File: config.mk
export PLATFORM = sky130hd
export DESIGN_NAME = cache_arbiter
export DESIGN_NICKNAME = d
export VERILOG_FILES = /design/src/rtl/cache_arbiter_pkg.sv /design/src/rtl/cache_arbiter_pick.sv /design/src/rtl/cache_arbiter.sv
export SDC_FILE = /design/constraint.sdc
export NUM_CORES = 1
export LEC_CHECK = 0
export BUFFER_PORTS_ARGS = -buffer_cell sky130_fd_sc_hd__clkbuf_2
export CORE_AREA = 2 2 545 547
export CTS_BUF_LIST = sky130_fd_sc_hd__clkbuf_16
export CTS_CLUSTER_DIAMETER = 50
export CTS_CLUSTER_SIZE = 40
export DETAILED_ROUTE_END_ITERATION = 7
export DIE_AREA = 0 0 547 549
export MAX_ROUTING_LAYER = met4
export PLACE_DENSITY = 0.3
export SYNTH_ARGS = -nofsm -noshare
export SYNTH_HDL_FRONTEND = slang
export SYNTH_SLANG_ARGS = --single-unit
File: constraint.sdc
create_clock -name clk -period 2.15 [get_ports clk]
set_clock_uncertainty 0.05 [all_clocks]
set_input_delay 0.43 -clock clk [delete_from_list [all_inputs] [get_ports clk]]
set_output_delay 0.43 -clock clk [all_outputs]
set_load 0.05 [all_outputs]
File: src/rtl/cache_arbiter_pkg.sv
// Shared types for the instruction/data cache memory-port arbiter.
package rv32i_types;

  // Arbiter control states
  typedef enum logic [1:0] {
    IDLE,
    I_BUSY,
    D_BUSY,
    RELEASE
  } arb_state_t;

  // Identity of the cache that owns (or last owned) the memory port
  typedef enum logic {
    ARB_I,
    ARB_D
  } arb_owner_t;

endpackage

File: src/rtl/cache_arbiter_pick.sv
// Combinational owner selection from the two pending request bits.
// Tie rule set by CACHE_ARB_ROUND_ROBIN_EN:
//   defined   -> alternate away from last_grant
//   undefined -> D-cache always wins a tie
module cache_arbiter_pick
  import rv32i_types::*;
(
  input  logic       pend_i,
  input  logic       pend_d,
  input  arb_owner_t last_grant,
  output logic       grant_valid,
  output arb_owner_t grant_owner
);

`ifndef CACHE_ARB_ROUND_ROBIN_EN
  // Fixed priority keeps last_grant as history only
  logic unused_last_grant;
  assign unused_last_grant = ^last_grant;
`endif

  // Pick a single owner; a lone requester always wins
  always_comb begin
    grant_valid = pend_i | pend_d;
    grant_owner = ARB_I;
    if (pend_i && pend_d) begin
`ifdef CACHE_ARB_ROUND_ROBIN_EN
      grant_owner = (last_grant == ARB_I) ? ARB_D : ARB_I;
`else
      grant_owner = ARB_D;
`endif
    end else if (pend_d) begin
      grant_owner = ARB_D;
    end
  end

endmodule

File: src/rtl/cache_arbiter.sv
// Single physical-memory port shared between I-cache and D-cache.
// One line transfer at a time; request registered toward memory,
// response routed combinationally to the owner only.
// Optional feature macro: CACHE_ARB_ROUND_ROBIN_EN (tie rule in cache_arbiter_pick).
module cache_arbiter
  import rv32i_types::*;
#(
  parameter int unsigned ADDR_W = 32,
  parameter int unsigned LINE_W = 256
) (
  input  logic              clk,
  input  logic              rst_n,

  input  logic              icache_pmem_read,
  input  logic [ADDR_W-1:0] icache_pmem_address,
  output logic [LINE_W-1:0] icache_pmem_rdata,
  output logic              icache_pmem_resp,

  input  logic              dcache_pmem_read,
  input  logic              dcache_pmem_write,
  input  logic [ADDR_W-1:0] dcache_pmem_address,
  input  logic [LINE_W-1:0] dcache_pmem_wdata,
  output logic [LINE_W-1:0] dcache_pmem_rdata,
  output logic              dcache_pmem_resp,

  output logic              pmem_read,
  output logic              pmem_write,
  output logic [ADDR_W-1:0] pmem_address,
  output logic [LINE_W-1:0] pmem_wdata,
  input  logic [LINE_W-1:0] pmem_rdata,
  input  logic              pmem_resp
);

  arb_state_t state_q, state_d;
  arb_owner_t last_grant_q, last_grant_d;
  arb_owner_t grant_owner;
  logic       grant_valid;
  logic       grant_load;
  logic       xfer_done;

  cache_arbiter_pick u_pick (
    .pend_i      (icache_pmem_read),
    .pend_d      (dcache_pmem_read | dcache_pmem_write),
    .last_grant  (last_grant_q),
    .grant_valid (grant_valid),
    .grant_owner (grant_owner)
  );

  // Read data is broadcast; only the owner's resp qualifies it
  assign icache_pmem_rdata = pmem_rdata;
  assign dcache_pmem_rdata = pmem_rdata;

  // State and grant-history register
  always_ff @(posedge clk or negedge rst_n) begin
    if (!rst_n) begin
      state_q      <= IDLE;
      last_grant_q <= ARB_I;
    end else begin
      state_q      <= state_d;
      last_grant_q <= last_grant_d;
    end
  end

  // Next-state, grant strobe and owner response routing
  always_comb begin
    state_d          = state_q;
    last_grant_d     = last_grant_q;
    grant_load       = 1'b0;
    xfer_done        = 1'b0;
    icache_pmem_resp = 1'b0;
    dcache_pmem_resp = 1'b0;
    case (state_q)
      IDLE: begin
        if (grant_valid) begin
          grant_load   = 1'b1;
          last_grant_d = grant_owner;
          state_d      = (grant_owner == ARB_I) ? I_BUSY : D_BUSY;
        end
      end
      I_BUSY: begin
        icache_pmem_resp = pmem_resp;
        if (pmem_resp) begin
          xfer_done = 1'b1;
          state_d   = RELEASE;
        end
      end
      D_BUSY: begin
        dcache_pmem_resp = pmem_resp;
        if (pmem_resp) begin
          xfer_done = 1'b1;
          state_d   = RELEASE;
        end
      end
      RELEASE: state_d = IDLE;
      default: state_d = IDLE;
    endcase
  end

  // Memory-side request registers; frozen for the whole transfer
  always_ff @(posedge clk or negedge rst_n) begin
    if (!rst_n) begin
      pmem_read    <= 1'b0;
      pmem_write   <= 1'b0;
      pmem_address <= '0;
      pmem_wdata   <= '0;
    end else if (grant_load) begin
      if (grant_owner == ARB_I) begin
        pmem_read    <= 1'b1;
        pmem_write   <= 1'b0;
        pmem_address <= icache_pmem_address;
        pmem_wdata   <= '0;
      end else begin
        // read+write together is illegal; write-back takes precedence
        pmem_read    <= dcache_pmem_read & ~dcache_pmem_write;
        pmem_write   <= dcache_pmem_write;
        pmem_address <= dcache_pmem_address;
        pmem_wdata   <= dcache_pmem_wdata;
      end
    end else if (xfer_done) begin
      pmem_read  <= 1'b0;
      pmem_write <= 1'b0;
    end
  end

endmodule

## Yosys cells after proc, flatten, opt, wreduce, memory -nomap -nowiden

Cells that the tools add are included.

| word-level totals | value |
|---|---|
| output and inout port bits | 804 |
| register bits after elaboration | 292 |
| input bits | 582 |

| cells by class | value |
|---|---|
| eq/ne operators | 5 |
| mux-type cells | 19 |
| bitwise operators | 4 |
| reduce and logical (&&, ||, !) cells | 5 |

Operators with widths:

| kind | count |
|---|---|
| 256-bit 2-to-1 mux | 1 |
| 32-bit 2-to-1 mux | 1 |
| 1-bit 2-to-1 mux | 13 |
| 2-bit 2-to-1 mux | 3 |
| 2-bit one-hot mux with 3 select lines | 1 |
| 2-bit == test, second input constant | 2 |
| 2-bit by 1-bit == test with 1-bit output, second input constant | 1 |
| 2-bit zero test | 1 |
| 2-bit by 1-bit != test with 1-bit output, second input constant | 1 |
| 2-bit != test, second input constant | 1 |
| 1-bit OR | 2 |
| 2-bit AND reduction | 1 |
| 2-bit nonzero test | 1 |
| 2-bit OR reduction | 1 |
| 1-bit bitwise AND | 1 |
| 1-bit logical AND | 1 |
| 1-bit NOT | 1 |

## Depth between registers and ports, before layout

Gate-level depths: netlist (run 1).

| logic depth | value |
|---|---|
| depth in word-level cells | 6 |
| mapped depth | 7 |
| gate-level depth less buffers | 5 |

## Hierarchy

A second synthesis (run 1) with hierarchy kept.

| second synthesis, totals | value |
|---|---|
| cells, all modules | 1,795 |
| area total of the unflattened synthesis | 15,765.1 µm² |

Modules (own cells, without submodules):

| module | cells each | area an instance (µm²) | seq. area each (µm²) | instances |
|---|---|---|---|---|
| cache_arbiter | 1,793 | 15,755.1 | 7,332.0 | 1 |
| cache_arbiter_pick | 2 | 10.0 | 0.0 | 1 |

## Worst setup path after synthesis (run 1)

OpenSTA, ideal clock, no wires.

| path | value |
|---|---|
| path kind | register -> register |
| start | register state_q[0] |
| end | register pmem_wdata[215] |
| buffers on the path | 3 |
| stages on the path, launching flop included | 8 |
| library setup time | 0.121 ns |
| slack | 0.590 ns |
| arrival time | 1.389 ns |
| path through | dfrtp_1 > inv_1 > ha_1 > nor2b_1 > buf_2 > buf_4 > buf_2 > a22o_1 |

| on the way | value |
|---|---|
| cells in the longest elaborated chain, start to end | 2 |

RTL lines:

| item | line | source |
|---|---|---|
| start, declared | cache_arbiter.sv:34 | `arb_state_t state_q, state_d;` |
| start signal, assigned | cache_arbiter.sv:59 | `state_q <= state_d;` |
| 2-bit zero test | - |  |
| 1-bit 2-to-1 mux | cache_arbiter.sv:72 | `case (state_q)` |
| end signal, assigned | cache_arbiter.sv:117 | `pmem_wdata <= dcache_pmem_wdata;` |
| end, declared | cache_arbiter.sv:29 | `output logic [LINE_W-1:0] pmem_wdata,` |

Every way passes these cells.
A chain may end at the register's enable or synchronous reset.

## Worst setup path in the final report (run 1)

| path | value |
|---|---|
| start | register state_q[1] |
| end | output port icache_pmem_resp |

| on the way | value |
|---|---|
| cells in the longest elaborated chain, start to end | 2 |

RTL lines:

| item | line | source |
|---|---|---|
| 2-bit by 1-bit == test with 1-bit output | cache_arbiter.sv:72 |  |
| 1-bit 2-to-1 mux | cache_arbiter.sv:72 |  |
| end, declared | cache_arbiter.sv:17 | `output logic icache_pmem_resp,` |

Every way passes these cells.

==> flow_summary.yaml, run 1 <==
cts:
  cts_tree: "done"
  cts_buffer_depth: 4
  worstSkewPairLatency_ps: 690
  cts_sinks: 292
  cts_buffers: 70
  htreeDepth: 3
  path_clk_slew_ps: 40
  cts_root_buffer: "clkbuf_16"
routing:
  postRouteAntennaNets: 0
  drc: 0
  vias_per_cell: 2.07
  drt_iter0_markers: 568
  drt_wl_total_um: 134000
  dr.pass1.iters: 5
  routedWlPerCell_um: 23.5
  num_vias: 11800
timing:
  period_needed_ps: 2180
  fmax_mhz: 458
  fin_ws_ps: -33.0
  hold_viol: 0
  grt_setup_unrepaired: "yes"
  tns_ps: -37.4
  setup_viol: 2
  slew_headroom: 0.516
  worst_pin_slew_ps: 726
  drv_slew: 0
  post-route-period-util: 1.02
setup_path:
  crit_buf_inv: 2
  cpPeakStageDelay_ps: 400
  crit_required_ps: 1670
  crit_path_top_delay_cell: "dfrtp_1"
  start_kind: "register"
  cp_max_fo: 3
  critical_path_class: "reg2out"
  crit_chain: "inv_2, ha_4, and2_4, clkbuf_16"
  crit_arrival_ps: 1700
  cpLargestDelayFamily: "flip-flops"
  end_kind: "output pin"
global_routing:
  grt_pass1_vias: 12700
  antenna_found_initial: 63
  grt_max_degree: 104
  grt_usage: 0.0889
  grt-ovfl-total: 0
  grt_pass1_wl_um: 162000
floorplanning:
  design.die.area_um2: 300000
  die_h_um: 549
  initial_core_util: 0.0492
  die_w_um: 547
  ios: 1386
  rows: 200
  coreArea_um2: 295000
run_status:
  status: "complete, but fails checks"
  violations: "setup timing"
logic_synthesis:
  synth_seq_area_share: 0.503
  synth.largest_area_cell: "dfrtp_1"
  syn_area_um2: 14500
  yosys-top-cells-area: "dfrtp_1, buf_4, a22o_1"
  syn-instance-count: 1248
  syn_nets: 1834
  ys_ff_latch: 292
  synth-warning-count: 0
  yosysTopAreaCellShare: 0.503
  synthDistinctLibCells: 19
  syn_area_per_cell_um2: 11.6
flow_run:
  drv_cap: 0
power:
  power.total_uw: 43100
  peakVddDrop_mv: 0.800
  leakage_uw: 0.0103
  power_per_cell_area_nw_per_um2: 1760
final_layout:
  drive_gt1_frac: 0.443
  area_growth_pct: 69.0
  final_cells: 5716
  fin_nets: 2301
placed_design:
  port_buffers: 617
  place_inst: 5274
  place_congestion: 0.723
  hpwl_um: 116000
min_path:
  hold_class: "in2reg"
[logic make-up (layout without fill, tap and decap cells)]
group,after synthesis,in the layout,synth area share
buffers and inverters,583,1099,0.289
AOI/OAI and AO/OA,292,292,0.168
DFF,292,292,0.503
and+or+nand+nor,42,42,0.0121
muxes,35,35,0.0242
adders and majority gates,4,4,0.00345
other,0,13,0
[cell usage after synthesis]
library cell,count
clkbuf_1,6
nand2_1,35
and2_1,2
o31ai_4,1
a21oi_1,1
a22o_1,256
mux2i_1,34
dfrtp_1,292
nor2_4,1
buf_4,513
mux2_2,1
ha_1,4
nor2_1,1
buf_2,60
nand3_1,2
inv_1,4
a32oi_1,1
nor2b_1,1
o21ai_0,33
[per-layer routing]
metal	global-route usage	vias to the layer above	routed length (um)
met5	-	-	0
li1	-	4832	-
met4	0.0400	0	7050
met1	0.0871	5488	47000
met2	0.115	1038	50900
met3	0.0866	455	29300
[placed cells by master, fill, tap and decap left out, types with 10 or more instances in the layout]
cell type      synthesis  layout
clkinv_2               0      10
dlygate4sd3_1          0     306
o21ai_0               33      33
nand2_1               35      35
a22o_1               256     256
diode_2                0      13
buf_4                513      30
mux2i_1               34      34
clkinv_1               0      11
clkbuf_4               0      19
clkbuf_16              0      73
buf_12                 0      21
dfrtp_1              292     291
clkbuf_2               0     589
[state kept, by name, summed over array words and instances (netlist names)]
signal        cells
state_q           2
pmem_address     32
pmem_wdata      256
pmem_read         1
pmem_write        1
[tightest hold or removal path, delay by kind of cell]
kind / cells / cell delay, ps
AOI/OAI and AO/OA: 1 / 160
muxes: 1 / 100
buffers and inverters: 1 / 80
[through the flow]
| stage | instance area (um^2) | utilization | worst slack (ps) | hold WS [ps] |
|---|---|---|---|---|
| after floorplan | 14500 | - | 590 | 84.4 |
| after global routing | 24500 | 0.0831 | -108 | 44.2 |
| final | 24500 | 0.0831 | -33.0 | 62.3 |
| after CTS | 24500 | 0.0830 | -119 | 0.579 |
| after global placement | 19000 | 0.0644 | 71.3 | 412 |
| after detailed placement | 19000 | 0.0644 | 81.6 | 412 |
[final timing paths]
| check | from | cells past startpoint | slack (ps) | end |
|---|---|---|---|---|
| setup / recovery | state_q[1] | 4 | -30 | icache_pmem_resp |
| hold / removal | dcache_pmem_address[7] | 3 | 60 | pmem_address[7] |
| setup reg to reg | state_q[0] | 6 | 120 | pmem_wdata[180] |
| hold reg to reg | pmem_address[19] | 2 | 430 | pmem_address[19] |
| max in group asynchronous | rst_n | 3 | 960 | pmem_address[29] |
| min in group asynchronous | rst_n | 2 | 210 | pmem_wdata[101] |
[where the power goes]
part / switching, uW / internal (uW)
Sequential: 1690 / 8040
Clock: 3850 / 6960
Combinational: 17400 / 5200
[what timing repair did]
action,4_1_cts,5_1_grt
endpoints found under the hold margin,301,0
buffers inserted,1,1
hold buffers,306,0
setup endpoints to repair,23,7
gates resized for setup,34,5
[area by class of cell]
type	instances	area, um^2
Sequential cell	292	7310
Clock inverter	50	518
Timing Repair Buffer	974	6900
Multi-Input combinational cell	373	3040
Fill cell	34300	271000
Antenna cell	13	32.5
Tap cell	3939	4930
Inverter	4	15.0
Clock buffer	71	1780
Power figures use the tool's default switching activity.
==> run 2: changes to the inputs <==
==> constraint.sdc (replaced) <==
create_clock -name clk -period 2.15 [get_ports clk]
set_clock_uncertainty 0.05 [all_clocks]
set_input_delay 0.3225 -clock clk [delete_from_list [all_inputs] [get_ports clk]]
set_output_delay 0.3225 -clock clk [all_outputs]
set_load 0.05 [all_outputs]
==> flow_summary.yaml, run 2 (same netlist as run 1, synthesis figures left out) <==
run_status:
  status: "complete, but fails checks"
  violations: "setup timing"
routing:
  postRouteAntennaNets: 0
  dr.pass1.iters: 5
  drc: 0
  num_vias: 12100
  routedWlPerCell_um: 23.6
  vias_per_cell: 2.12
  drt_iter0_markers: 560
  drt_wl_total_um: 135000
floorplanning:
  die_w_um: 547
  initial_core_util: 0.0492
  rows: 200
  die_h_um: 549
  design.die.area_um2: 300000
  coreArea_um2: 295000
  ios: 1386
cts:
  path_clk_slew_ps: 50
  cts_buffer_depth: 4
  htreeDepth: 3
  cts_tree: "done"
  cts_buffers: 72
  cts_root_buffer: "clkbuf_16"
  worstSkewPairLatency_ps: 770
  cts_sinks: 292
placed_design:
  hpwl_um: 117000
  place_inst: 5270
  place_congestion: 0.715
  port_buffers: 617
power:
  leakage_uw: 0.0104
  peakVddDrop_mv: 0.845
  power_per_cell_area_nw_per_um2: 1760
  power.total_uw: 43300
setup_path:
  regToRegEndpoint: "pmem_wdata[155]"
  end_kind: "output pin"
  cp_max_fo: 2
  crit_required_ps: 1780
  r2r_slack_ps: 50
  critical_path_class: "reg2out"
  cp-startpoint: "state_q[1]"
  crit_end: "icache_pmem_resp"
  rr_startpoint: "state_q[0]"
  start_kind: "register"
  rr_worst_depth: 7
  crit_arrival_ps: 1800
global_routing:
  grt_max_degree: 69
  antenna_found_initial: 86
  grt_pass1_wl_um: 164000
  grt_usage: 0.0895
  grt-ovfl-total: 0
  grt_pass1_vias: 13000
timing:
  tns_ps: -17.9
  fmax_mhz: 461
  post-route-period-util: 1.01
  hold_viol: 0
  worst_pin_slew_ps: 583
  period_needed_ps: 2170
  setup_viol: 1
  grt_setup_unrepaired: "yes"
  slew_headroom: 0.613
  fin_ws_ps: -17.9
  drv_slew: 0
final_layout:
  drive_gt1_frac: 0.446
  area_growth_pct: 69.6
  final_cells: 5725
  largest_reg_flops: 256
  final_common_cell: "clkbuf_2"
  largest-register: "pmem_wdata"
  finalCoreUtilization: 0.0835
  largestRegisters: "pmem_wdata (256), pmem_address (32), state_q (2)"
  fin_nets: 2309
  final_cell_mix: "clkbuf_2, dlygate4sd3_1, dfrtp_1"
flow_run:
  drv_cap: 0
min_path:
  hold_class: "in2reg"
## run 2: cell types whose count changed in the layout (fill, tap and decap cells not counted), sizes merged, moves of 2 or more
cell,previous run,this run
clkbuf,682,687
dlygate4sd3,306,314
inv,15,17
clkinvlp,4,9
buf,57,51
clkinv,27,22
## run 2: worst min path at each step
stage                                  to  depth (start not counted)              startpoint  slack (ps)
after CTS                 pmem_address[1]                          4  dcache_pmem_address[1]          40
after global placement    pmem_wdata[158]                          1                   rst_n         160
final                     pmem_address[1]                          4  dcache_pmem_address[1]          90
after detailed placement  pmem_wdata[158]                          1                   rst_n         160
after floorplan           pmem_address[0]                          0                   rst_n         -20
after global routing      pmem_address[0]                          4  icache_pmem_address[0]          60
## run 2: worst max-delay path, stage by stage, from the launching register on
cell	delay [ps]
dfrtp_1	390
inv_2	80
ha_4	200
and2_4	190
clkbuf_16	160
## run 2: stage by stage
stage / instance area (um^2) / hold WS, ps / worst slack [ps]
finish: 24600 / 86.8 / -17.9
global route: 24600 / 59.9 / -135
CTS: 24600 / 35.8 / -136
detailed placement: 19000 / 156 / 192
global placement: 19000 / 160 / 196
floorplan: 14500 / -23.1 / 590
## run 2: layer usage
metal | share of wire | GRT usage | up-vias
met4 | 0.057 | 0.0420 | 0
met5 | 0 | - | -
met1 | 0.34 | 0.0842 | 5617
met2 | 0.37 | 0.114 | 1152
met3 | 0.24 | 0.0938 | 528
li1 | - | - | 4844
## run 2: cell type report
cell class                      instances  area [um^2]
Inverter                                4         15.0
Multi-Input combinational cell        373         3040
Clock buffer                           72         1800
Antenna cell                           12         30.0
Timing Repair Buffer                  980         6930
Tap cell                             3939         4930
Sequential cell                       292         7310
Fill cell                           34200       270000
Clock inverter                         53          568
## run 2: report_power, final
group	internal, uW	leakage (uW)	switching (uW)	total, uW
Clock	7210	0.00114	4050	11300
Sequential	8040	0.00367	1650	9680
Combinational	5100	0.00553	17300	22400
Total	20300	0.0104	23000	43300
## run 2: repair_timing
action                                  4_1_cts  5_1_grt
hold buffers                                315        0
hold endpoints to repair                    579        0
cloned                                        0        0
resized for setup                            16        2
endpoints found under the setup margin        6       13
pin swaps                                     0        0
setup buffers                                 3        0
